$ cat src/rtl/univ_shift_reg_seq.sv
// Universal shift/rotate register with a counted-step sequencer: one command
// (mode + step count) runs one single-bit step per clock, with busy/done status.
module univ_shift_reg_seq #(
  parameter int WIDTH = 8,
  parameter int CNT_W = 4
) (
  input  logic             clk,
  input  logic             reset_n,
  input  logic             start,
  input  logic [2:0]       mode,
  input  logic [CNT_W-1:0] count,
  input  logic [WIDTH-1:0] parallel_in,
  input  logic             serial_left,
  input  logic             serial_right,
  output logic [WIDTH-1:0] q,
  output logic             ser_out_left,
  output logic             ser_out_right,
  output logic             busy,
  output logic             done
);

  typedef enum logic [2:0] {
    M_HOLD = 3'b000,
    M_SHL  = 3'b001,
    M_SHR  = 3'b010,
    M_LOAD = 3'b011,
    M_ROL  = 3'b100,
    M_ROR  = 3'b101,
    M_ASR  = 3'b110,
    M_RSVD = 3'b111
  } mode_e;

  typedef enum logic {
    S_IDLE,
    S_RUN
  } state_e;

  localparam logic [CNT_W-1:0] CNT_ONE = CNT_W'(1);

  state_e           state_q, state_d;
  mode_e            mode_q, mode_d;
  mode_e            cmd;
  logic [CNT_W-1:0] rem_q, rem_d;
  logic [WIDTH-1:0] q_d;
  logic             busy_d, done_d;

  // One single-bit step of the given mode; hold/load/reserved leave v as is.
  function automatic logic [WIDTH-1:0] step_fn(input mode_e m,
                                               input logic [WIDTH-1:0] v,
                                               input logic sl,
                                               input logic sr);
    case (m)
      M_SHL:   step_fn = {v[WIDTH-2:0], sr};
      M_SHR:   step_fn = {sl, v[WIDTH-1:1]};
      M_ROL:   step_fn = {v[WIDTH-2:0], v[WIDTH-1]};
      M_ROR:   step_fn = {v[0], v[WIDTH-1:1]};
      M_ASR:   step_fn = {v[WIDTH-1], v[WIDTH-1:1]};
      default: step_fn = v;
    endcase
  endfunction

  function automatic logic is_stepping(input mode_e m);
    return m inside {M_SHL, M_SHR, M_ROL, M_ROR, M_ASR};
  endfunction

  always_comb begin
    // NOTE: every output of this block gets a default first, so no path can infer a latch.
    state_d = state_q;
    mode_d  = mode_q;
    rem_d   = rem_q;
    q_d     = q;
    busy_d  = busy;
    done_d  = 1'b0;
    cmd     = mode_e'(mode);

    case (state_q)
      S_IDLE: begin
        if (start) begin
          if (cmd == M_LOAD) begin
            q_d    = parallel_in;
            done_d = 1'b1;
          end else if (is_stepping(cmd) && count != '0) begin
            q_d = step_fn(cmd, q, serial_left, serial_right);
            if (count == CNT_ONE) begin
              done_d = 1'b1;
            end else begin
              rem_d   = count - CNT_ONE;
              mode_d  = cmd;
              busy_d  = 1'b1;
              state_d = S_RUN;
            end
          end else begin
            done_d = 1'b1;
          end
        end
      end
      S_RUN: begin
        // Serial inputs are sampled live on each step; only the mode is latched.
        q_d   = step_fn(mode_q, q, serial_left, serial_right);
        rem_d = rem_q - CNT_ONE;
        if (rem_q == CNT_ONE) begin
          busy_d  = 1'b0;
          done_d  = 1'b1;
          state_d = S_IDLE;
        end
      end
      default: state_d = S_IDLE;
    endcase
  end

  // NOTE: sequential state uses non-blocking assignments only, so all registers update together.
  always_ff @(posedge clk or negedge reset_n) begin
    if (!reset_n) begin
      state_q <= S_IDLE;
      mode_q  <= M_HOLD;
      rem_q   <= '0;
      q       <= '0;
      busy    <= 1'b0;
      done    <= 1'b0;
    end else begin
      state_q <= state_d;
      mode_q  <= mode_d;
      rem_q   <= rem_d;
      q       <= q_d;
      busy    <= busy_d;
      done    <= done_d;
    end
  end

  assign ser_out_left  = q[WIDTH-1];
  assign ser_out_right = q[0];

endmodule

$ cat config.mk
export PLATFORM = sky130hd
export DESIGN_NAME = univ_shift_reg_seq
export DESIGN_NICKNAME = d
export VERILOG_FILES = /design/src/rtl/univ_shift_reg_seq.sv
export SDC_FILE = /design/constraint.sdc
export NUM_CORES = 1
export LEC_CHECK = 0
export BUFFER_PORTS_ARGS = -buffer_cell sky130_fd_sc_hd__buf_2
export CAP_MARGIN = 30
export CORE_ASPECT_RATIO = 0.7
export CORE_MARGIN = 2
export CORE_UTILIZATION = 30
export CTS_BUF_LIST = sky130_fd_sc_hd__clkbuf_16
export DETAILED_ROUTE_END_ITERATION = 12
export GPL_TIMING_DRIVEN = 0
export PLACE_DENSITY = 0.53
export SYNTH_ARGS = -nofsm -noshare
export SYNTH_HDL_FRONTEND = slang
export SYNTH_SLANG_ARGS = --single-unit
$ cat constraint.sdc
create_clock -name clk -period 4.1 [get_ports clk]
set_input_delay 0.82 -clock clk [delete_from_list [all_inputs] [get_ports clk]]
set_output_delay 0.82 -clock clk [all_outputs]
set_load 0.01 [all_outputs]
=== Word level (Yosys, flattened, before mapping) ===
Cells that the tools add are included.

* Input bits: 20
* Output and inout bits: 12
* Memories: 0
* RAM bits: 0
* ROM bits: 0
* Bits in registers: 18
* Bits in latches: 0
* Logic and storage cells: 74

* Multiply operators: 0
* Equality and inequality tests: 25
* Div/mod/pow operators: 0
* Reductions and logical operators: 8
* Order comparisons: 0
* Muxes and demuxes: 29
* Shifts and indexed selects: 0
* Add/sub/neg operators: 2
* Bitwise logic cells: 3

{| class="wikitable"
|+ Operators by type and width
! operator !! count
|-
| 8-bit one-hot mux with 5 select lines || 2
|-
| 8-bit two-way mux || 3
|-
| 3-bit equality test, second input constant || 6
|-
| 4-bit two-way mux || 4
|-
| 8-bit one-hot mux with 2 select lines || 1
|-
| 1-bit two-way mux || 15
|-
| 2-bit inequality test, second input constant || 5
|-
| 5-bit AND reduction || 2
|-
| 3-bit by 2-bit equality test with 1-bit output, second input constant || 3
|-
| 4-bit by 1-bit equality test with 1-bit output, second input constant || 2
|-
| 4-bit one-hot mux with 2 select lines || 1
|-
| 4-bit AND reduction || 2
|-
| 4-bit by 1-bit subtractor with 4-bit output, second input constant || 2
|-
| 7-bit inequality test, second input constant || 1
|-
| 3-bit by 1-bit equality test with 1-bit output, second input constant || 2
|-
| 3-bit inequality test, second input constant || 2
|-
| 6-bit by 1-bit inequality test with 1-bit output, second input constant || 1
|-
| 6-bit inequality test, second input constant || 1
|-
| 1-bit one-hot mux with 2 select lines || 3
|-
| 6-bit AND reduction || 1
|-
| 5-bit by 1-bit inequality test with 1-bit output, second input constant || 1
|-
| 5-bit nonzero test || 1
|-
| 4-bit nonzero test || 1
|-
| 1-bit inverter || 3
|-
| 2 further kinds || 2
|}

=== Logic depth before layout (Yosys ltp) ===
* Depth in word-level cells: 7
* Mapped depth: 6
* Depth with buffers taken out: 6

=== Least setup slack after synthesis ===
Ideal clock, no wire load.

* Path type: input-to-reg
* Start: input count[0]
* End: register q[1]
* Library setup time: 0.125 ns
* Path slack: 1.926 ns
* Buffers on the path: 0
* Stages: 6
* Arrival: 2.049 ns
* Data required time: 3.975 ns
* Cell sequence: inv_1 > ha_1 > or4b_4 > nand3_4 > o21ai_4 > mux2_4

* Cells in the longest elaborated chain, start to end: 4

{| class="wikitable"
|+ RTL lines
! what !! RTL line !! text
|-
| start, declared || 11 || <nowiki>input logic [CNT_W-1:0] count,</nowiki>
|-
| 4-bit nonzero test || 82 || <nowiki>end else if (is_stepping(cmd) && count != '0) begin</nowiki>
|-
| 1-bit logical AND || 82 ||
|-
| 3-bit inequality test (no line) || n/a ||
|-
| 4-bit AND reduction (no line) || n/a ||
|-
| end signal, assigned || 124 || <nowiki>q <= q_d;</nowiki>
|-
| end, declared || 15 || <nowiki>output logic [WIDTH-1:0] q,</nowiki>
|}

Every way passes these cells.
A chain may end at the register's enable or synchronous reset.

=== Final worst setup path ===
* Start: input count[0]
* End: register q[5]

The elaborated chain is that of the path after synthesis.

==> results.ini <==
[outcome]
status = complete, no violations

[floorplanning]
core_sq_um = 5200
row_count = 22
ios = 32
die_h_um = 65.2
die_w_um = 91.4
die-area_sq_um = 5950
start_util_pct = 30.8

[pwr]
p_per_area_nw_per_um2 = 725
p_leak_nw = 0.851
peakVddDrop_mv = 0.153

[run]
cap_violations = 0

[detailed_routing]
num_vias = 1543
post-route-drc-count = 0
wirelength_um = 4700
avgRoutedWirePerCell_um = 16.3
post_drt_via_cell_ratio = 5.36
drt_iter0_drc = 297
postRouteAntennaNets = 0
firstDrtPassIters = 4

[worst_setup_path]
critPathMaxStageDelay_ns = 0.50
critPathMaxFanout = 5
end_kind = flip-flop
critical_path_buf_inv_count = 2
path_delay_family = simple AND/OR/NAND/NOR gates
worstPathRequired_ns = 4.24
cp-start-kind = primary input
slowest_stage = or4b_4
cp.arrival_ns = 2.29
critPathKind = primary input to flip-flop
crit_path_cell_trace = buf_2, inv_1, ha_1, or4b_4, nand3_4, o21ai_4, mux2_4

[synth]
synth_nets = 206
ys_types = 48
ys_ff_latch = 18
synth_top_area_cell = dfrtp_1
avgSynthCellArea_sq_um = 8.81
seq_area_frac_synth_pct = 28.1
async_flop_share_pct = 100
synth_edf_count = 0
ys_top_cells_by_area = dfrtp_1 28%, mux2i_1 7.5%, nand3_1 4.7%, mux2_4 3.7%, nand2_1 3.5%
synthCells = 182
yosysTopAreaCellShare_pct = 28.1
syn_area_sq_um = 1600
synth.most_common_cell = dfrtp_1
yosys-top-cells-count = 18 x dfrtp_1, 15 x nand2_1, 15 x nand3_1
yosys_warnings = 0
ys.flop_type = dfrtp_1

[timing]
worst_pin_slew_ns = 0.543
finalHoldViolCount = 0
rsz0062_at_grt = no
fin_ws_ns = 1.95
max_slew_margin_pct = 62.9
finalSetupViolCount = 0
post-route-min-period_ns = 2.15
finalCritPeriodShare_pct = 52.5
max_freq_mhz = 465
drv_slew = 0
clock_skew_ns = 0.00242
fin_setup_tns_ns = 0

[cts]
cts_max_path_buffers = 2
cts_sinks = 18
cts_made_buffers = 3
htreeDepth = 1
clk_latency_ns = 0.26
post-cts-setup-buffer-count = 0
root_buffer = clkbuf_16
path_clk_slew_ns = 0.06
cts_resized = 0
postCtsHoldBufs = 0
cts_tree = built

[grt]
grt_pass1_wl_um = 7690
overflow = 0
antenna_found_initial = 0
track_usage_pct = 16.4
grt_max_degree = 19
met3_usage_pct = 2.41
grt_pass1_vias = 1372
gr-usage-met2_pct = 23.0
top_usage_layer = met1
globalRouteMet1Util_pct = 26.5

[placed_design]
hpwl_um = 3450
dp_cells = 284
io_buffer_count = 30
gp_congestion = 0.806
place_ws_ns = 1.69
placement.cell_area_sq_um = 1840

[final_layout]
area_delta_synth_final_pct = 19.9
finalNonFillerCells = 288
layout.nets = 241
final_util_pct = 36.9
stdcell_area_sq_um = 1920
antenna_cells = 0
drive_above_1_share_pct = 25.5

[min_path]
min_path_type = flip-flop to flip-flop

-- final cells by class --
class,count,area [sq um]
Clock inverter,1,3.75
Fill cell,549,3280
Multi-Input combinational cell,143,1050
Timing Repair Buffer,30,150
Tap cell,72,90.1
Clock buffer,3,75.1
Sequential cell,18,450
Inverter,5,18.8
Buffer,16,83.8
-- worst register-to-register path, stage by stage, from the launching register on --
cell and delay, ns:
dfrtp_1 0.35, buf_2 0.18, nor2b_1 0.37, nand3_4 0.18
o21ai_4 0.26, mux2_4 0.33
-- registers in the layout (all words and copies together) (netlist names) --
| name | flops |
|---|---|
| busy | 1 |
| state_q | 1 |
| rem_q | 4 |
| done | 1 |
| q | 8 |
| mode_q | 3 |
-- cells by family after synthesis --
| logic type | Yosys count | synth area share, % |
|---|---|---|
| simple gates | 59 | 20.3 |
| compound gates | 58 | 27.1 |
| buf+inv | 21 | 6.40 |
| mux | 19 | 13.3 |
| flops | 18 | 28.1 |
| fa+ha+maj | 4 | 3.12 |
| xor+xnor | 3 | 1.64 |
-- layout by cell type, fill, tap and decap left out, types with 2 or more instances in the layout --
| cell type | count |
|---|---|
| clkbuf_1 | 7 |
| a21oi_1 | 10 |
| a221o_1 | 2 |
| nor2_1 | 6 |
| mux2i_1 | 12 |
| nor3b_1 | 2 |
| ha_1 | 4 |
| and3_1 | 2 |
| inv_1 | 5 |
| xor2_1 | 2 |
| o2111ai_2 | 2 |
| o21a_1 | 3 |
| nand2_1 | 15 |
| a221oi_1 | 5 |
| nor4_1 | 2 |
| o31ai_1 | 4 |
| buf_4 | 3 |
| a211oi_1 | 2 |
| nor2b_1 | 3 |
| or3_1 | 2 |
| o211ai_1 | 5 |
| nand2b_1 | 3 |
| buf_2 | 34 |
| o21ai_0 | 11 |
| dfrtp_1 | 18 |
| clkbuf_16 | 3 |
| nor3_1 | 2 |
| mux2_2 | 3 |
| a32oi_1 | 4 |
| nand3_1 | 15 |
| mux2_4 | 4 |
| a211o_1 | 3 |
-- path summary, 6_finish.rpt --
check	cells after the start	from	endpoint	slack, ns
worst min register to register	2	busy	busy	0.47
min in group asynchronous	1	reset_n	q[2]	0.50
worst min-delay path	2	busy	busy	0.47
worst max register to register	5	state_q	q[5]	2.32
worst max-delay path	7	count[0]	q[5]	1.95
max in group asynchronous	1	reset_n	mode_q[2]	3.28
-- metrics by stage --
step	hold slack, ns	power, mW
2_1_floorplan	0.499	0.954
3_3_place_gp	0.461	1.18
3_5_place_dp	0.467	1.18
4_1_cts	0.484	1.40
5_1_grt	0.531	1.51
6_report	0.474	1.39
-- report_power, final --
group          internal [mW]  switching [mW]
combinational          0.378           0.403
sequential             0.270           0.138
clock                  0.130          0.0753
total                  0.777           0.616
-- routing by layer --
| metal | vias up | routed length [um] |
|---|---|---|
| met5 | - | 0 |
| met4 | 0 | 25 |
| met3 | 4 | 387 |
| met2 | 73 | 1880 |
| met1 | 706 | 2410 |
| li1 | 760 | - |
No activity file was read; power rests on OpenSTA's default activity.
